File: src/rtl/servant_wb_arbiter.sv
// servant_wb_arbiter: shares one Wishbone slave port between two masters with
// round-robin or fixed-priority grant, one transaction per grant, and a bus watchdog.
module servant_wb_arbiter #(
   parameter int PRIO_M0 = 0,
   parameter int TIMEOUT = 255
) (
   input  logic        i_clk,
   input  logic        i_rst,
   input  logic [31:0] i_wb_m0_adr,
   input  logic [31:0] i_wb_m0_dat,
   input  logic [3:0]  i_wb_m0_sel,
   input  logic        i_wb_m0_we,
   input  logic        i_wb_m0_cyc,
   output logic [31:0] o_wb_m0_rdt,
   output logic        o_wb_m0_ack,
   input  logic [31:0] i_wb_m1_adr,
   input  logic [31:0] i_wb_m1_dat,
   input  logic [3:0]  i_wb_m1_sel,
   input  logic        i_wb_m1_we,
   input  logic        i_wb_m1_cyc,
   output logic [31:0] o_wb_m1_rdt,
   output logic        o_wb_m1_ack,
   output logic [31:0] o_wb_s_adr,
   output logic [31:0] o_wb_s_dat,
   output logic [3:0]  o_wb_s_sel,
   output logic        o_wb_s_we,
   output logic        o_wb_s_cyc,
   input  logic [31:0] i_wb_s_rdt,
   input  logic        i_wb_s_ack,
   output logic        o_timeout
);
   localparam int WW = TIMEOUT > 0 ? $clog2(TIMEOUT + 1) : 1;
   localparam logic [WW-1:0] WLIM = WW'(TIMEOUT > 0 ? TIMEOUT - 1 : 0);
   localparam logic WD_EN = TIMEOUT != 0;
   localparam logic PRIO = PRIO_M0 != 0;
   typedef enum logic [1:0] {IDLE, BUSY, GAP} state_t;
   state_t state, state_n;
   logic grant, grant_n, last, last_n;
   logic [WW-1:0] wdog, wdog_n;
   logic g_cyc, busy, forced, done;
   assign g_cyc = grant ? i_wb_m1_cyc : i_wb_m0_cyc;
   // outputs are held quiet during reset so a dropped transaction never acks
   assign busy = !i_rst && state == BUSY && g_cyc;
   assign forced = busy && WD_EN && !i_wb_s_ack && wdog == WLIM;
   assign done = busy && (i_wb_s_ack || forced);
   assign o_wb_s_adr = grant ? i_wb_m1_adr : i_wb_m0_adr;
   assign o_wb_s_dat = grant ? i_wb_m1_dat : i_wb_m0_dat;
   assign o_wb_s_sel = grant ? i_wb_m1_sel : i_wb_m0_sel;
   assign o_wb_s_we = grant ? i_wb_m1_we : i_wb_m0_we;
   assign o_wb_s_cyc = busy && !forced;
   assign o_wb_m0_ack = done && !grant;
   assign o_wb_m1_ack = done && grant;
   assign o_wb_m0_rdt = forced ? '0 : i_wb_s_rdt;
   assign o_wb_m1_rdt = forced ? '0 : i_wb_s_rdt;
   assign o_timeout = forced;
   always_ff @(posedge i_clk) begin
      if (i_rst) begin
         state <= IDLE;
         grant <= 1'b0;
         last <= 1'b1;
         wdog <= '0;
      end else begin
         state <= state_n;
         grant <= grant_n;
         last <= last_n;
         wdog <= wdog_n;
      end
   end
   always_comb begin
      state_n = state;
      grant_n = grant;
      last_n = last;
      wdog_n = wdog;
      case (state)
         IDLE: if (i_wb_m0_cyc || i_wb_m1_cyc) begin
            grant_n = (i_wb_m0_cyc && i_wb_m1_cyc) ? (PRIO ? 1'b0 : !last) : i_wb_m1_cyc;
            state_n = BUSY;
            wdog_n = '0;
         end
         BUSY: if (!g_cyc) begin
            last_n = grant;
            state_n = IDLE;
         end else if (done) begin
            last_n = grant;
            state_n = GAP;
         end else if (wdog != '1) begin
            wdog_n = wdog + WW'(1);
         end
         default: state_n = IDLE;
      endcase
   end
endmodule

File: config.mk
export PLATFORM = sky130hd
export DESIGN_NAME = servant_wb_arbiter
export DESIGN_NICKNAME = d
export VERILOG_FILES = /design/src/rtl/servant_wb_arbiter.sv
export SDC_FILE = /design/constraint.sdc
export NUM_CORES = 1
export LEC_CHECK = 0
export CAP_MARGIN = 40
export CORE_AREA = 2 2 120 122
export CTS_BUF_LIST = sky130_fd_sc_hd__clkbuf_4
export CTS_CLUSTER_SIZE = 14
export DETAILED_ROUTE_END_ITERATION = 10
export DIE_AREA = 0 0 122 124
export GPL_ROUTABILITY_DRIVEN = 0
export GPL_TIMING_DRIVEN = 0
export SETUP_SLACK_MARGIN = 0.15
export SLEW_MARGIN = 10
export SYNTH_ARGS = -nofsm -noshare
export SYNTH_HDL_FRONTEND = slang
export SYNTH_SLANG_ARGS = --single-unit
File: constraint.sdc
create_clock -name i_clk -period 4.12 [get_ports i_clk]
set_input_delay 0.412 -clock i_clk [delete_from_list [all_inputs] [get_ports i_clk]]
set_output_delay 0.412 -clock i_clk [all_outputs]
set_load 0.005 [all_outputs]
# ---- Yosys cells after proc, flatten, opt, wreduce, memory -nomap -nowiden
# Cells that the tools add are included.
dict set report totals {
  register_bits 12
  in_bits 175
}
dict set report op_classes {
  addsub 1
  eq_ne 9
  n_mux 18
  reduce_logical 22
}
# cell n
set op_table {}
lappend op_table {{two-way mux 32 bit} 3}
lappend op_table {{two-way mux 8 bit} 4}
lappend op_table {{case mux 8 bit (2 select lines)} 1}
lappend op_table {{logical AND 1 bit} 9}
lappend op_table {{adder 8 x 1 -> 8 bit (second input constant)} 1}
lappend op_table {{== test 8 bit (second input constant)} 1}
lappend op_table {{inequality test 8 bit (second input constant)} 1}
lappend op_table {{two-way mux 2 bit} 3}
lappend op_table {{inequality test 2 bit (second input constant)} 3}
lappend op_table {{AND reduction 2 bit} 3}
lappend op_table {{zero test 1 bit} 5}
lappend op_table {{two-way mux 1 bit} 5}
lappend op_table {{AND reduction 5 bit} 1}
lappend op_table {{two-way mux 4 bit} 1}
lappend op_table {{inequality test 2 x 1 -> 1 bit (second input constant)} 2}
lappend op_table {{case mux 2 bit (2 select lines)} 1}
lappend op_table {{inequality test 3 bit (second input constant)} 1}
lappend op_table {{== test 2 x 1 -> 1 bit (second input constant)} 1}
lappend op_table {{zero test 2 bit} 1}
lappend op_table {{logical OR 1 bit} 2}
lappend op_table {{nonzero test 2 bit} 1}

# ---- Longest topological paths before layout
# Gate-level depths: netlist (run 1).
dict set report depth {
  word_depth 10
  mapped_depth 8
  depth_no_buf 6
}

# ---- Worst setup path after synthesis (run 1)
# OpenSTA, ideal clock, no wires.
dict set report synth_timing {
  path_kind {reg2out}
  start {register wdog[0]}
  end {output o_wb_m1_rdt[22]}
  t_arrival_ns 1.388
  t_required_ns 3.708
  slack_ns 2.320
  stages_incl_launch_ff 9
  cell_sequence {dfxtp_1 -> inv_1 -> ha_1 -> nand4_1 -> nor2_1 -> nand2_1 -> clkbuf_1 -> and2_1 -> buf_4}
}
dict set report synth_between {
  elab_chain_len 3
}
# element line
set synth_lines {}
lappend synth_lines {{start: declaration} 39} ;# logic [WW-1:0] wdog, wdog_n;
lappend synth_lines {{start signal: assignment} 66} ;# wdog <= wdog_n;
lappend synth_lines {{== test 8 bit} 44} ;# assign forced = busy && WD_EN && !i_wb_s_ack && wdog == WLIM;
lappend synth_lines {{logical AND 1 bit} 44}
lappend synth_lines {{two-way mux 32 bit} --}
lappend synth_lines {{end: declaration} 21} ;# output logic [31:0] o_wb_m1_rdt,
# No other way between the ends.

# ---- Worst setup path in the final report (run 1)
dict set report layout_timing {
  start {input i_wb_m0_cyc}
  end {output o_wb_m1_rdt[8]}
}
dict set report layout_between {
  elab_chain_len 5
}
# element line
set layout_lines {}
lappend layout_lines {{start: declaration} 13} ;# input logic i_wb_m0_cyc,
lappend layout_lines {{two-way mux 1 bit} 41} ;# assign g_cyc = grant ? i_wb_m1_cyc : i_wb_m0_cyc;
lappend layout_lines {{logical AND 1 bit} 43} ;# assign busy = !i_rst && state == BUSY && g_cyc;
lappend layout_lines {{logical AND 1 bit (2 in a row)} 44}
lappend layout_lines {{two-way mux 32 bit} 54} ;# assign o_wb_m1_rdt = forced ? '0 : i_wb_s_rdt;
# No other way between the ends.

==> impl_metrics.json, run 1 <==
{
  "status": "finished clean",
  "fin_crit_sh": 0.773,
  "grt_overflow": 0,
  "die_w_um": 122,
  "grt_use_met2": 0.291,
  "cp.arrival_ps": 2770,
  "clkSlewWorstSetupHoldPaths_ps": 70,
  "wl_mm": 13.0,
  "grt_pass1_wl_mm": 16.9,
  "r2r_end": "wdog[6]",
  "end_kind": "output port",
  "hold_viol": 0,
  "top_usage_layer": "met2",
  "via_count": 2923,
  "hold_path.class": "register to register",
  "synth_fp_nets": 408,
  "hold_depth": 2,
  "ys_warn_count": 0,
  "syn2layout_area_growth_pct": 169,
  "seq_power_share": 0.161,
  "synth-seq-area-share": 0.120,
  "ir_worst_vdd_mv": 0.0569,
  "die_h_um": 124,
  "hold_end": "last",
  "startpoint": "i_wb_m0_cyc",
  "synth_cell_type_count": 33,
  "first_pass_iters": 4,
  "power_density_nw_per_um2": 145,
  "finClkSkew_ps": 1.40,
  "cts_tree": "built",
  "fmax_mhz": 314,
  "dpl.hpwl_mm": 11.8,
  "cts_hold_buf": 0,
  "setup_violations": 0,
  "synth.top_cells.by_area": "mux2_2, buf_4, dfxtp_1",
  "multi_input_comb_area_um2": 1440,
  "cts_setup_buffers": 0,
  "grt_pass1_vias": 2832,
  "start_util": 0.145,
  "seq_area_um2": 240,
  "yosys.area.top_type": "mux2_2",
  "drive_gt1_frac": 0.204,
  "io_buffers": 311,
  "track_usage": 0.151,
  "cts_made_buffers": 3,
  "synth.top_cell.area_share": 0.390,
  "final_cells": 725,
  "vias_per_cell": 4.03,
  "ys_seq_elements": 12,
  "dp_cells": 722,
  "grt_max_degree": 11,
  "maxSlewViolCount": 0,
  "final_nets": 724,
  "p_total_uw": 777,
  "ioPinCount": 312,
  "ant_nets": 0,
  "slew_headroom": 0.558,
  "rows": 43,
  "met3_usage": 0.0408,
  "syn_inst": 231,
  "worstSetupStartpointType": "input port",
  "p_int_uw": 555,
  "cts_max_path_buffers": 2,
  "period_needed_ps": 3180,
  "cts_resized": 0,
  "rsz0062_at_grt": "no",
  "cp_data_required_time_ps": 3710,
  "swShare": 0.285,
  "cts_root_buf": "clkbuf_4",
  "antenna_cells": 0,
  "drc": 0,
  "antenna_found_initial": 0,
  "dieArea_um2": 15100,
  "p_comb_frac": 0.747,
  "p_sw_uw": 222,
  "p_clk_frac": 0.092,
  "worst_pin_slew_ps": 663,
  "cts.sink_count": 12,
  "core_um2": 13700,
  "syn_area_um2": 1990,
  "path_class": "input port to output port",
  "drv_cap": 0,
  "drtIter0Drc": 157,
  "r2r-start": "wdog[0]",
  "fillers": 1376,
  "syn_avg_cell_area_um2": 8.63,
  "grt_use_met1": 0.170,
  "hp-start": "last",
  "leakage_nw": 1.99,
  "htreeDepth": 1,
  "wl_per_cell_um": 17.9,
  "crit_fanout": 10,
  "r2r_slack_ps": 2230,
  "worst-r2r-cell-count": 6,
  "hold_slack_ps": 480,
  "clock_latency_ps": 270,
  "fin_tns_setup_ps": 0
}
## cells by family (layout without fill, tap and decap cells)
group,count (synthesis),count (layout),synth area share
multiplexers,72,72,0.405
AO/OA/AOI/OAI,24,24,0.105
flip-flops,12,12,0.120
buffers and inverters,51,365,0.158
AND/OR/NAND/NOR,70,70,0.199
adder cells (fa/ha/maj),2,2,0.0125
## synthesized netlist by cell type
cell type and number:
nor3_1 2, o211ai_4 1, inv_1 5, nor2_1 11, or3_1 2, nand2_1 7
nand4_1 2, clkbuf_1 13, o21ai_1 3, o221a_2 1, a32oi_1 1, a21boi_0 1
or4_1 1, mux2i_1 3, nor2_2 1, and2_1 33, nor3b_1 2, a21oi_1 3
and3_1 3, o22ai_1 1, a32o_1 6, a41o_1 1, o21ai_0 4, and4_4 1
o211a_4 1, dfxtp_1 12, buf_4 33, mux2_2 69, ha_1 2, nand2b_1 2
nand3_1 1, nor4_1 2, a41oi_2 1
## worst max-delay path, cell delays in order
cell and delay (ps):
clkdlybuf4s50_1 570, mux2i_1 150, nor3_1 300, nand2_1 260, clkbuf_1 260, and2_1 240, buf_4 140, clkdlybuf4s50_1 440
## power groups by stage
stage	registers, mW	logic [mW]	clock network [mW]
3_5_place_dp	0.127	0.582	0
3_3_place_gp	0.127	0.581	0
5_1_grt	0.125	0.618	0.0819
2_1_floorplan	0.126	0.180	0
6_report	0.125	0.580	0.0714
4_1_cts	0.125	0.586	0.0751
## flip-flops by register name, summed over array words and instances (netlist names)
name	cells
wdog	8
state	2
last	1
grant	1
## per-layer routing
layer / part of all wire / routed length [um]
met1: 0.36 / 4680
met2: 0.53 / 6920
met3: 0.10 / 1310
met4: 0.0055 / 72
met5: 0 / 0
## cell usage in the layout, fill, tap and decap left out, types with 3 or more instances in the layout
cell type        instances
inv_1                    5
buf_4                   33
o21ai_0                  4
mux2i_1                  3
nor2_1                  11
a32o_1                   6
and2_1                  33
clkbuf_4                 3
clkdlybuf4s50_1        311
mux2_2                  69
dfxtp_1                 12
o21ai_1                  3
a21oi_1                  3
nand2_1                  7
clkbuf_1                13
and3_1                   3
## worst max path at each step
stage	to	cells past startpoint
2_1_floorplan	o_wb_m1_rdt[22]	8
3_3_place_gp	o_wb_m1_rdt[8]	8
3_5_place_dp	o_wb_m1_rdt[8]	8
4_1_cts	o_wb_m1_rdt[8]	8
5_1_grt	o_wb_m1_rdt[8]	8
6_report	o_wb_m1_rdt[8]	8
## cell type report
type | count | share of cell area
Inverter | 5 | 0.00350
Timing Repair Buffer | 311 | 0.581
Buffer | 46 | 0.0554
Multi-Input combinational cell | 168 | 0.269
Tap cell | 180 | 0.0421
Sequential cell | 12 | 0.0449
Clock buffer | 3 | 0.00421
## stage by stage
stage / utilization / area (um2) / setup slack, ps
6_report: 0.390 / 5360 / 936
5_1_grt: 0.390 / 5360 / 712
4_1_cts: 0.390 / 5360 / 886
3_5_place_dp: 0.389 / 5330 / 900
3_3_place_gp: 0.389 / 5330 / 953
2_1_floorplan: - / 1990 / 2320
Note: power is estimated with default switching activity, not from simulation.
==> run 2, diff against run 1 <==
Settings changed: CORE_AREA 2 2 120 122 to 2 2 121 123, DIE_AREA 0 0 122 124 to 0 0 123 125.
Clock period 4.12 ns to 3.2 ns, I/O delays scaled along.
==> run 2 against run 1 <==
Cell count increased by 0.69%. Register-to-register slack got worse by 910 ps. Combinational power increased by 26%. Clock power increased by 39%. Sequential share of layout area about the same. Critical endpoint is now o_wb_m1_rdt[12]. Largest cell class unchanged. Highest routed layer unchanged.
==> impl_metrics.json, run 2 (same netlist as run 1, synthesis figures left out) <==
{
  "drv_cap": 0,
  "grt_pass1_wl_mm": 16.8,
  "period_needed_ps": 2820,
  "p_int_uw": 717,
  "ant_nets": 0,
  "clkSlewWorstSetupHoldPaths_ps": 70,
  "crit_fanout": 10,
  "rows": 44,
  "cts_max_path_buffers": 2,
  "drc": 0,
  "cp.arrival_ps": 2500,
  "hold_path.class": "register to register",
  "cts_made_buffers": 3,
  "rsz0062_at_grt": "no",
  "fin_crit_sh": 0.882,
  "top_register": "wdog",
  "drive_gt1_frac": 0.209,
  "top_usage_layer": "met2",
  "syn2layout_area_growth_pct": 169,
  "grt_use_met2": 0.276,
  "io_buffers": 311,
  "stdcell_area_um2": 5370,
  "p_clk_frac": 0.100,
  "setup_violations": 0,
  "seq_power_share": 0.162,
  "grt_overflow": 0,
  "antenna_found_initial": 0,
  "end_kind": "output port",
  "met3_usage": 0.0301,
  "grt_use_met1": 0.157,
  "worst_slack_ps": 377,
  "status": "finished clean",
  "cts.sink_count": 12,
  "hold_viol": 0,
  "first_pass_iters": 4,
  "dpl.hpwl_mm": 10.5,
  "final_nets": 724,
  "vias_per_cell": 4.00,
  "reg_top3": "wdog: 8 flops, state: 2 flops",
  "cp_data_required_time_ps": 2880,
  "dieArea_um2": 15400,
  "antenna_cells": 0,
  "htreeDepth": 1,
  "preCtsSetupSlack_ps": 212,
  "track_usage": 0.142,
  "ir_worst_vdd_mv": 0.0704,
  "path_class": "input port to output port",
  "final_common_cell": "clkdlybuf4s50_1",
  "power_density_nw_per_um2": 184,
  "via_count": 2922,
  "finClkSkew_ps": 5.45,
  "fin_tns_setup_ps": 0,
  "slew_headroom": 0.613,
  "start_util": 0.140,
  "p_comb_frac": 0.737,
  "worstSetupStartpointType": "input port",
  "grt_max_degree": 11,
  "final_cell_mix": "clkdlybuf4s50_1, mux2_2, and2_1, buf_4",
  "hold_slack_ps": 491,
  "grt_pass1_vias": 2946,
  "wl_per_cell_um": 16.1,
  "cts_setup_buffers": 0,
  "wl_mm": 11.7,
  "core_um2": 14200,
  "cts_root_buf": "clkbuf_4",
  "die_w_um": 123,
  "cts_hold_buf": 0,
  "cts_tree": "built",
  "clock_latency_ps": 280,
  "worst_pin_slew_ps": 580,
  "drtIter0Drc": 60,
  "largest_reg_flops": 8,
  "p_sw_uw": 274,
  "postPlaceCellArea_um2": 5340,
  "p_total_uw": 990,
  "maxSlewViolCount": 0,
  "leakage_nw": 2.00,
  "ioPinCount": 312,
  "swShare": 0.276,
  "die_h_um": 125,
  "fmax_mhz": 354
}
## run 2: changes by cell type in the layout (fill, tap and decap cells not counted)
cell	delta
nand2_2	+1
nor3_1	-1
nand2_1	-1
nor3_2	+1
clkinv_1	+1
clkbuf_1	-1
clkbuf_2	+1
## run 2: area by class of cell
cell class              count  area (um2)
flip-flops and latches     12         240
repair buffers            311        3110
clock inverters             1        3.75
multi-input cells         168        1450
fillers                  1440        8830
plain buffers              46         298
clock buffers               3        22.5
inverters                   5        18.8
well taps                 184         230
## run 2: final timing paths
path | from | endpoint | slack (ps) | cells past startpoint
worst max register to register | wdog[0] | wdog[6] | 1320 | 6
worst min register to register | last | last | 490 | 2
worst min-delay path | last | last | 490 | 2
worst max-delay path | i_wb_m0_cyc | o_wb_m1_rdt[12] | 380 | 8
## run 2: critical path, stage by stage
cell and delay (ps):
clkdlybuf4s50_1 510, mux2i_1 290, nor3_2 110, nand2_2 140
clkbuf_1 300, and2_1 210, buf_4 110, clkdlybuf4s50_1 510
## run 2: timing repair
item | 4_1_cts | 5_1_grt
hold endpoints to repair | 0 | 0
setup endpoints to repair | 0 | 69
resized for setup | 0 | 4
## run 2: power by group through the flow
stage | Combinational (mW) | Clock [mW] | Sequential [mW]
after floorplan | 0.232 | 0 | 0.162
after global placement | 0.729 | 0 | 0.164
after detailed placement | 0.734 | 0 | 0.164
after CTS | 0.739 | 0.102 | 0.161
after global routing | 0.778 | 0.108 | 0.162
final | 0.730 | 0.0994 | 0.161
## run 2: metrics by stage
step,cells,utilization
6_report,730,0.378
5_1_grt,730,0.378
4_1_cts,730,0.378
3_5_place_dp,726,0.376
3_3_place_gp,726,0.376
2_1_floorplan,231,-
## run 2: layer usage
layer,share of wire,vias up,wire [um]
li1,-,1420,-
met4,0.0058,0,68
met3,0.091,7,1070
met5,0,-,0
met1,0.37,1325,4340
met2,0.53,170,6260
